$ cat config.mk
export PLATFORM = sky130hd
export DESIGN_NAME = hazard_scoreboard
export DESIGN_NICKNAME = d
export VERILOG_FILES = /design/src/rtl/hazard_pkg.sv /design/src/rtl/hazard_pending_table.sv /design/src/rtl/hazard_scoreboard.sv
export SDC_FILE = /design/constraint.sdc
export NUM_CORES = 1
export LEC_CHECK = 0
export ABC_AREA = 1
export BUFFER_PORTS_ARGS = -buffer_cell sky130_fd_sc_hd__buf_4
export CORE_ASPECT_RATIO = 0.6
export CORE_MARGIN = 2
export CORE_UTILIZATION = 54
export CTS_CLUSTER_SIZE = 10
export DETAILED_ROUTE_END_ITERATION = 7
export GPL_TIMING_DRIVEN = 0
export PLACE_DENSITY_LB_ADDON = 0.3
export SYNTH_ARGS = -nofsm -noshare
export SYNTH_HDL_FRONTEND = slang
export SYNTH_SLANG_ARGS = --single-unit
$ cat constraint.sdc
create_clock -name i_clk -period 3.2 [get_ports i_clk]
set_input_delay 0.16 -clock i_clk [delete_from_list [all_inputs] [get_ports i_clk]]
set_output_delay 0.16 -clock i_clk [all_outputs]
set_load 0.02 [all_outputs]
$ cat src/rtl/hazard_pkg.sv
// Shared types and constants for the load-use hazard scoreboard.
// Holds register-address types, bitmap helpers and the default in-flight load limit.
package hazard_pkg;

  localparam int REG_ADDR_W          = 5;
  localparam int NUM_REGS            = 32;
  localparam int CNT_W               = 4;
  localparam int MAX_OUTSTANDING_DEF = 4;

  typedef logic [REG_ADDR_W-1:0] reg_addr_t;
  typedef logic [NUM_REGS-1:0]   reg_mask_t;

  // One-hot mask for a register; x0 never produces a bit because it is hard-wired zero.
  function automatic reg_mask_t reg_onehot(input logic en, input reg_addr_t addr);
    reg_mask_t mask;
    mask = '0;
    if (en && (addr != '0)) mask[addr] = 1'b1;
    return mask;
  endfunction

endpackage

$ cat src/rtl/hazard_pending_table.sv
// Per-register pending bitmap for in-flight loads, with set, write-back clear and
// flush clear ports plus two combinational lookup ports for the ID source operands.
module hazard_pending_table
  import hazard_pkg::*;
(
  input  logic      i_clk,
  input  logic      i_reset,
  input  logic      i_set_en,
  input  reg_addr_t i_set_addr,
  input  logic      i_clr_en,
  input  reg_addr_t i_clr_addr,
  input  logic      i_flush_en,
  input  reg_addr_t i_flush_addr,
  input  reg_addr_t i_lookup_a_addr,
  input  reg_addr_t i_lookup_b_addr,
  output logic      o_lookup_a_hit,
  output logic      o_lookup_b_hit,
  output reg_mask_t o_pending
);

  reg_mask_t r_pending;
  reg_mask_t w_set_mask;
  reg_mask_t w_kill_mask;
  reg_mask_t w_pending_next;

  // NOTE: every signal driven here is assigned on every path, so no latch is inferred.
  always_comb begin
    w_set_mask     = reg_onehot(i_set_en, i_set_addr);
    w_kill_mask    = reg_onehot(i_clr_en, i_clr_addr) | reg_onehot(i_flush_en, i_flush_addr);
    // Set is applied after the clears: a newer load to the same rd owns the bit.
    w_pending_next = (r_pending & ~w_kill_mask) | w_set_mask;
  end

  // NOTE: state registers use non-blocking assignments so all flops update together.
  always_ff @(posedge i_clk or posedge i_reset) begin
    if (i_reset) r_pending <= '0;
    else         r_pending <= w_pending_next;
  end

  assign o_lookup_a_hit = r_pending[i_lookup_a_addr];
  assign o_lookup_b_hit = r_pending[i_lookup_b_addr];
  assign o_pending      = r_pending;

endmodule

$ cat src/rtl/hazard_scoreboard.sv
// Load-use hazard scoreboard: tracks in-flight load destinations and stalls ID on RAW
// or capacity hazards. Optional macro HAZARD_WB_BYPASS_EN releases the stall in the write-back cycle.
module hazard_scoreboard
  import hazard_pkg::*;
#(
  parameter int MAX_OUTSTANDING = MAX_OUTSTANDING_DEF
) (
  input  logic                i_clk,
  input  logic                i_reset,
  input  logic [4:0]          i_rs1_addr,
  input  logic [4:0]          i_rs2_addr,
  input  logic                i_rs1_used,
  input  logic                i_rs2_used,
  input  logic                i_id_is_load,
  input  logic                i_issue_valid,
  input  logic                i_issue_is_load,
  input  logic [4:0]          i_issue_rd_addr,
  input  logic                i_flush,
  input  logic                i_ld_done,
  input  logic [4:0]          i_ld_done_rd_addr,
  output logic                o_stall,
  output logic [3:0]          o_outstanding,
  output logic [NUM_REGS-1:0] o_pending,
  output logic                o_err
);

  localparam logic [CNT_W-1:0] MAX_CNT = CNT_W'(MAX_OUTSTANDING);

  logic [CNT_W-1:0] r_count;
  logic             r_ex_load_v;
  reg_addr_t        r_ex_rd;
  logic             r_err;

  reg_mask_t        w_pending;
  logic             w_issue_load;
  logic             w_done_hit;
  logic             w_done_ok;
  logic             w_flush_dec;
  logic             w_rs1_hit;
  logic             w_rs2_hit;
  logic             w_rs1_byp;
  logic             w_rs2_byp;
  logic             w_raw_hazard;
  logic             w_cap_hazard;
  logic [CNT_W:0]   w_count_up;
  logic [1:0]       w_count_dn;
  logic [CNT_W:0]   w_count_diff;
  logic [CNT_W-1:0] w_count_next;

  assign w_issue_load = i_issue_valid & i_issue_is_load;
  assign w_done_hit   = w_pending[i_ld_done_rd_addr];
  // x0 loads are counted without a bitmap bit, so their completion only needs a nonzero count.
  assign w_done_ok    = i_ld_done & (r_count != '0) &
                        ((i_ld_done_rd_addr == '0) | w_done_hit);
  assign w_flush_dec  = i_flush & r_ex_load_v;

  hazard_pending_table u_pending_table (
    .i_clk           (i_clk),
    .i_reset         (i_reset),
    .i_set_en        (w_issue_load),
    .i_set_addr      (i_issue_rd_addr),
    .i_clr_en        (w_done_ok),
    .i_clr_addr      (i_ld_done_rd_addr),
    .i_flush_en      (w_flush_dec),
    .i_flush_addr    (r_ex_rd),
    .i_lookup_a_addr (i_rs1_addr),
    .i_lookup_b_addr (i_rs2_addr),
    .o_lookup_a_hit  (w_rs1_hit),
    .o_lookup_b_hit  (w_rs2_hit),
    .o_pending       (w_pending)
  );

`ifdef HAZARD_WB_BYPASS_EN
  assign w_rs1_byp = i_ld_done & (i_ld_done_rd_addr == i_rs1_addr);
  assign w_rs2_byp = i_ld_done & (i_ld_done_rd_addr == i_rs2_addr);
`else
  assign w_rs1_byp = 1'b0;
  assign w_rs2_byp = 1'b0;
`endif

  assign w_raw_hazard = (i_rs1_used & (i_rs1_addr != '0) & w_rs1_hit & ~w_rs1_byp) |
                        (i_rs2_used & (i_rs2_addr != '0) & w_rs2_hit & ~w_rs2_byp);
  assign w_cap_hazard = i_id_is_load & (r_count == MAX_CNT);

  // Net counter change this cycle, saturating at both 0 and MAX_OUTSTANDING.
  always_comb begin
    w_count_up   = {1'b0, r_count} + {{CNT_W{1'b0}}, w_issue_load};
    w_count_dn   = {1'b0, w_done_ok} + {1'b0, w_flush_dec};
    w_count_diff = '0;
    w_count_next = r_count;
    if (w_count_up < {{(CNT_W-1){1'b0}}, w_count_dn}) begin
      w_count_next = '0;
    end else begin
      w_count_diff = w_count_up - {{(CNT_W-1){1'b0}}, w_count_dn};
      if (w_count_diff > {1'b0, MAX_CNT}) w_count_next = MAX_CNT;
      else                                w_count_next = w_count_diff[CNT_W-1:0];
    end
  end

  always_ff @(posedge i_clk or posedge i_reset) begin
    if (i_reset) begin
      r_count     <= '0;
      r_ex_load_v <= 1'b0;
      r_ex_rd     <= '0;
      r_err       <= 1'b0;
    end else begin
      r_count     <= w_count_next;
      r_ex_load_v <= w_issue_load;
      r_ex_rd     <= i_issue_rd_addr;
      if (i_ld_done && !w_done_ok) r_err <= 1'b1;
    end
  end

  assign o_stall       = w_raw_hazard | w_cap_hazard;
  assign o_outstanding = r_count;
  assign o_pending     = w_pending;
  assign o_err         = r_err;

endmodule

==> results of run 1 <==
## worst max path at each step
stage	end	slack [ns]	depth (start not counted)
6_report	o_outstanding[2]$_DFF_PP0_	0.15	22
5_1_grt	o_outstanding[2]$_DFF_PP0_	0.005	22
4_1_cts	o_outstanding[2]$_DFF_PP0_	0.10	22
3_5_place_dp	o_outstanding[2]$_DFF_PP0_	0.13	22
3_3_place_gp	o_outstanding[2]$_DFF_PP0_	0.25	22
2_1_floorplan	o_outstanding[2]$_DFF_PP0_	0.50	22
## per-stage QoR
step	worst slack (ns)	utilization, %	total power [uW]
detailed placement	0.1256	65.05	2092
global route	0.005301	68.15	2895
finish	0.1464	68.15	2781
global placement	0.2462	64.75	2073
floorplan	0.4973	-	1537
CTS	0.1041	67.89	2692
## Yosys cell counts (all sizes together)
cell type / n / area share [%]
o21bai: 1 / 0.20
fa: 1 / 0.54
a21oi: 35 / 4.7
nand2: 202 / 21
inv: 78 / 7.9
ha: 5 / 1.7
xnor2: 1 / 0.24
clkbuf: 7 / 0.71
xor2: 3 / 0.71
o21ai: 32 / 4.3
a21boi: 4 / 0.81
nor3: 18 / 2.4
nor4: 1 / 0.17
nor2: 62 / 7.0
o21a: 1 / 0.20
nand4: 34 / 5.7
nand3b: 1 / 0.20
a21o: 1 / 0.20
o211ai: 5 / 1.0
buf: 15 / 3.3
nand3: 30 / 4.4
or2: 1 / 0.17
conb: 1 / 0.10
a31oi: 19 / 3.2
dfrtp: 43 / 29
clkinv: 1 / 0.10
o41ai: 1 / 0.24
## flip-flops by register name (all words and copies together) (netlist names)
signal and flops:
o_outstanding 4, o_err 1, r_ex_load_v 1, u_pending_table.o_pending 32, r_ex_rd 5
## per-layer routing
layer	vias up	part of all wire (%)
li1	2124	-
met1	2131	41
met2	386	39
met3	50	17
met4	0	2.5
met5	-	0
## layout make-up
class | count | area (um^2)
Inverter | 79 | 296.5
Fill cell | 609 | 2117
Clock inverter | 3 | 43.79
Timing Repair Buffer | 69 | 535.5
Multi-Input combinational cell | 459 | 2188
Sequential cell | 43 | 1084
Clock buffer | 5 | 125.1
Tap cell | 87 | 108.9
Buffer | 22 | 148.9
## power groups by stage
stage                     Clock (uW)  Combinational, uW  Sequential, uW
after floorplan                    0                571             966
after global placement             0               1170             905
after detailed placement           0               1190             904
after CTS                        600               1200             895
after global routing             626               1350             923
final                            606               1240             932
## cell families after synthesis
logic type,share of synthesized area (%)
buffers and inverters,12.01
other,0.1012
adders and majority gates,2.227
DFF,29.02
and+or+nand+nor,40.77
AOI/OAI and AO/OA,14.92
xor gates and xnor gates,0.9452
## repair_timing
action                     4_1_cts  5_1_grt
buffers inserted                 0        1
hold endpoints to repair        16        0
gates resized for setup          0       11
setup endpoints to repair        0        1
hold buffers                     2        0
==> implementation parameters, run 1 <==
Parameter                              Value

Clock tree
  Clock tree from TritonCTS    built
  Later-pin clock latency in the skew report    0.29 ns
  CTS max path bufs    2
  CTS root buffer    sky130_fd_sc_hd__clkbuf_16
  CTS sink cnt    43
  Maximum level of the CTS H-tree    2
  Clock slew at the register clock pins of the worst setup and hold paths    about 0.07 ns
  Total clock buffers created by CTS    5

Critical path
  Ordered list of cells on the worst path    inv_2 > o21ai_1 > nand2_1 > nand2_1 > nand2_1 > nand2_2 > nor2_4 > nand3_4 > nand2_2 > inv_1 > ha_1 > ha_1 > inv_1 > fa_1 > inv_1 > nand2_1 > nand2_1 > nand2_1 > nor2_1 > nand2_1 > o21bai_1 > inv_1
  Most numerous cell on the critical path    sky130_fd_sc_hd__nand2_1
  Crit-path leading delay family    simple AND/OR/NAND/NOR gates
  R2R cell count    22
  Endpoint class of the critical path    flop
  Setup slack on the worst flop-to-flop path    0.15 ns
  Largest fanout on the critical path    4
  Worst path required time    3.38 ns
  Data arrival, critical path    3.24 ns
  Capturing point of the worst reg2reg path    o_outstanding[2]$_DFF_PP0_
  Worst-path cell with the longest stage delay    sky130_fd_sc_hd__dfrtp_1
  CP Launch Point    u_pending_table.o_pending[28]$_DFF_PP0_
  Critical Path Start Type    flop
  Startpoint of the lowest-slack register-to-register path    u_pending_table.o_pending[28]$_DFF_PP0_
  CP max stage delay    0.45 ns
  Crit Path Category    reg -> reg
  Buffers & Inverters on Critical Path    5

Global route
  Number of global-route vias before repair    approximately 4200
  Initial antenna violation count    0
  Global-route congestion overflow total    0
  Grt met1 use    52.84%
  Global-route track usage on met2    between 50% and 60%
  Met3 track demand over resource    around 15%
  Gr usage total    38.44%
  Gr busiest metal    met2
  Pin count of the biggest net entering global routing    29
  Wire length of the first global-routing pass    21.87 mm

Timing
  Final count of hold timing violations    0
  Final critical path time including I/O delays and setup    3.054 ns
  RSZ-0062 raised after global routing    false
  Slew Viols, Final    0
  Worst slew slack as a fraction of its limit    between 40 and 50%
  Worst-Margin Slew    0.8000 ns
  Final period util    between 90% and 100%
  Setup violations, final    0
  Max Clk Rate    0.3275 GHz
  Worst-case hold slack    0.01403 ns
  Skew final    0.005873 ns
  Total Negative Setup Slacks    0 ns

Cells and area
  Highest-count cells in the layout ignoring fill and taps    sky130_fd_sc_hd__nand2_1 (198), sky130_fd_sc_hd__inv_1 (70), sky130_fd_sc_hd__buf_4 (66)
  Leading cell type in the layout, fill and taps excluded    sky130_fd_sc_hd__nand2_1
  Ratio of cells with drive above 1 in the final layout    16.91%
  Post-layout net count    714
  Non-filler instance count after layout    767
  Layout area overhead    22.21%
  Post-route design area    4531 um^2
  Number of inserted diodes    0

Flow run
  MaxCap Viol Count    0

Outcome
  Run status    completed

Pwr
  Switching power as a share of total power    ~46%
  Net switching power figure    1274 uW
  Static leakage power    0.002335 uW
  Peak supply drop    0.0004225 V
  Sequential Power Share    33.5%
  Power per Cell Area    613.8 nW/um^2
  Logic pwr share    about 45%
  Internal power component    ~1500 uW
  Relative contribution of the clock network to total power    21.8%

Hold path
  Worst hold path stage count    1
  End of the worst hold path    r_ex_rd[4]$_DFF_PP0_
  Path category of the worst min-delay check    in -> reg
  Worst hold start    i_issue_rd_addr[4]

Placement
  DP Cell Count    756
  Routability congestion estimate from global placement    around 1.1
  HPWL after DPL    11.23 mm
  Number of I/O port buffers    65
  Placed standard-cell area    4324 um^2

Logic synthesis
  Net Count, Synth    638
  Total standard cell area after synthesis    3707 um^2
  Number of warnings issued by yosys    0
  Share of the yosys chip area belonging to registers    between 20 and 30%
  Unique cell type count in the Yosys netlist    35
  FF+latch count, synth    43
  Synth Area per Inst    between 6 and 7 um^2
  Synthesized netlist cell count    603

Drt
  Routed WL per cell    18.99 um
  Detailed-route wire length    14.57 mm
  Iter 0 DRT Violations    about 680
  Drt pass-1 iters    7
  Number of remaining DRC errors    0
  Vias per Instance    6.116
  Residual antenna-violating net count after detailed routing    0
  Via count of the routed design    4691

Die
  X dimension of the die    111.0 um
  Count of boundary I/O pins    67
  Die outline area    7566 um^2
  Total core area    6648 um^2
  Initial Utilization    55.77%
  Die boundary height    68.18 um
  Number of rows created at floorplan    23
Power figures use the tool's default switching activity.
==> run 2: changes to the inputs <==
--- a/config.mk
+++ b/config.mk
@@ -13,7 +13,7 @@
 export CTS_CLUSTER_SIZE = 10
 export DETAILED_ROUTE_END_ITERATION = 7
 export GPL_TIMING_DRIVEN = 0
-export PLACE_DENSITY_LB_ADDON = 0.3
+export PLACE_DENSITY = 0.78
 export SYNTH_ARGS = -nofsm -noshare
 export SYNTH_HDL_FRONTEND = slang
 export SYNTH_SLANG_ARGS = --single-unit
==> run 2 against run 1 <==
Net effect: first-iteration DRC count is 1.2% higher; maximum frequency grew 3.2%; sequential share of layout area fell by 0.10 points; combinational power barely moved; hold slack lost 0.0094 ns; core utilization is 0.21 points higher; design area up 0.30%; cell count is 0.26% higher; largest cell class unchanged; critical path depth stayed put; critical path type unchanged; count of clock-buffer cells in the layout up 1; non-clock buffer count grew 2.
==> implementation parameters, run 2 (same netlist as run 1, synthesis figures left out) <==
Parameter                              Value

Outcome
  Run status    completed

Pwr
  Static leakage power    roughly 0.0023 uW
  Peak supply drop    0.0004248 V
  Power per Cell Area    between 600 and 700 nW/um^2
  Total chip power    2815 uW

Global route
  Number of global-route vias before repair    4215
  Met3 track demand over resource    ~15%
  Pin count of the biggest net entering global routing    31
  Global-route congestion overflow total    0
  Global-route track usage on met2    57.98%
  Initial antenna violation count    0
  Gr usage total    40.00%
  Grt met1 use    54.42%
  Gr busiest metal    met2
  Wire length of the first global-routing pass    22.60 mm

Drt
  Drt pass-1 iters    7
  Iter 0 DRT Violations    689
  Number of remaining DRC errors    0
  Vias per Instance    roughly 6.1
  Routed WL per cell    19.64 um
  Detailed-route wire length    15.10 mm
  Residual antenna-violating net count after detailed routing    0
  Via count of the routed design    roughly 4700

Clock tree
  CTS sink cnt    43
  Total clock buffers created by CTS    5
  Later-pin clock latency in the skew report    0.29 ns
  Clock tree from TritonCTS    built
  CTS max path bufs    2
  Maximum level of the CTS H-tree    2
  CTS root buffer    sky130_fd_sc_hd__clkbuf_16
  Clock slew at the register clock pins of the worst setup and hold paths    approximately 0.07 ns

Critical path
  Critical Path Start Type    flop
  Largest fanout on the critical path    4
  Worst path required time    3.39 ns
  Endpoint class of the critical path    flop
  Crit Path Category    reg -> reg
  Data arrival, critical path    3.15 ns

Placement
  HPWL after DPL    ~12 mm
  Routability congestion estimate from global placement    1.030
  Number of I/O port buffers    65
  Dpl ws    0.2100 ns

Timing
  Slew Viols, Final    0
  Setup violations, final    0
  Max Clk Rate    between 0.3 and 0.4 GHz
  Skew final    0.005109 ns
  Worst-Margin Slew    roughly 0.8 ns
  Final period util    92.49%
  Worst slew slack as a fraction of its limit    46.31%
  Final worst setup slack    approximately 0.24 ns
  Final critical path time including I/O delays and setup    about 3.0 ns
  Final count of hold timing violations    0

Die
  Count of boundary I/O pins    67
  Die outline area    7566 um^2
  Total core area    6648 um^2
  Initial Utilization    55.77%
  X dimension of the die    about 110 um
  Number of rows created at floorplan    23
  Die boundary height    68.18 um

Cells and area
  Ratio of cells with drive above 1 in the final layout    17.01%
  Count of filler cells inserted in the layout    581
  Largest register FFs    32
  Layout area overhead    22.58%
  Leading cell type in the layout, fill and taps excluded    sky130_fd_sc_hd__nand2_1
  Number of inserted diodes    0
  Highest-count cells in the layout ignoring fill and taps    sky130_fd_sc_hd__nand2_1 (199), sky130_fd_sc_hd__inv_1 (70), sky130_fd_sc_hd__buf_4 (69)
  Sequential cell area    1082 um^2
  Post-layout net count    716
  Area of combinational cells with multiple inputs    2186 um^2

Flow run
  MaxCap Viol Count    0

Hold path
  Path category of the worst min-delay check    in -> reg
## run 2: per-stage QoR
stage | hold WS (ns) | utilization [%] | TNS (ns) | std cells | instance area, um^2
global placement | 0.2946 | 64.75 | 0 | 755 | 4304
detailed placement | 0.1563 | 65.05 | 0 | 756 | 4324
CTS | 0.006468 | 67.81 | 0 | 765 | 4508
global route | 0.005994 | 68.36 | -0.02840 | 769 | 4544
finish | 0.004653 | 68.36 | 0 | 769 | 4544
floorplan | 0.1914 | - | 0 | 603 | 3707
## run 2: cell type report
| type | count | area share, % |
|---|---|---|
| clock buffer | 6 | 3.056 |
| sequential | 43 | 23.82 |
| multi-input combinational | 459 | 48.10 |
| tap | 87 | 2.395 |
| inverter | 79 | 6.525 |
| timing repair buffer | 71 | 12.06 |
| clock inverter | 2 | 0.7709 |
| buffer | 22 | 3.276 |
## run 2: worst max-delay path, stage by stage, from the launching register on
cell and delay, ns:
sky130_fd_sc_hd__dfrtp_1 0.46, sky130_fd_sc_hd__inv_2 0.15, sky130_fd_sc_hd__o21ai_1 0.08, sky130_fd_sc_hd__nand2_1 0.06, sky130_fd_sc_hd__nand2_1 0.04, sky130_fd_sc_hd__nand2_1 0.06, sky130_fd_sc_hd__nand2_2 0.06, sky130_fd_sc_hd__nor2_4 0.10
sky130_fd_sc_hd__nand3_4 0.12, sky130_fd_sc_hd__nand2_1 0.13, sky130_fd_sc_hd__inv_1 0.06, sky130_fd_sc_hd__ha_1 0.29, sky130_fd_sc_hd__ha_1 0.17, sky130_fd_sc_hd__inv_1 0.08, sky130_fd_sc_hd__fa_1 0.42, sky130_fd_sc_hd__inv_1 0.08
sky130_fd_sc_hd__nand2_1 0.05, sky130_fd_sc_hd__nand2_1 0.06, sky130_fd_sc_hd__nand2_1 0.04, sky130_fd_sc_hd__nor2_1 0.08, sky130_fd_sc_hd__nand2_1 0.10, sky130_fd_sc_hd__o21bai_1 0.13, sky130_fd_sc_hd__inv_1 0.05
## run 2: routing by layer
metal  routed length [um]  vias up  part of all wire, %
li1                     -     2129                    -
met1                 6092     2102                   40
met4                  607        0                  4.0
met3                 2525       86                   17
met2                 5876      370                   39
met5                    0        -                    0
## run 2: timing repair
action / 4_1_cts / 5_1_grt
endpoints found under the setup margin: 0 / 1
endpoints found under the hold margin: 13 / 0
hold buffers: 1 / 0
buffers inserted: 0 / 4
resized for setup: 0 / 8
## run 2: worst paths after layout
kind / startpoint / to / slack [ns] / cells after the start
min: i_issue_rd_addr[1] / r_ex_rd[1]$_DFF_PP0_ / 0.005 / 1
max in group asynchronous: i_reset / u_pending_table.o_pending[6]$_DFF_PP0_ / 2.30 / 4
max: u_pending_table.o_pending[28]$_DFF_PP0_ / o_outstanding[2]$_DFF_PP0_ / 0.24 / 22
min reg2reg: o_err$_DFFE_PP0P_ / o_err$_DFFE_PP0P_ / 0.50 / 1
max reg2reg: u_pending_table.o_pending[28]$_DFF_PP0_ / o_outstanding[2]$_DFF_PP0_ / 0.24 / 22
min in group asynchronous: i_reset / u_pending_table.o_pending[17]$_DFF_PP0_ / 0.40 / 3
## run 2: power breakdown
group	switching [uW]	leakage [uW]	internal (uW)
clock network	226	0.0000868	389
registers	251	0.000479	681
logic	798	0.00178	469
total	1280	0.00235	1540
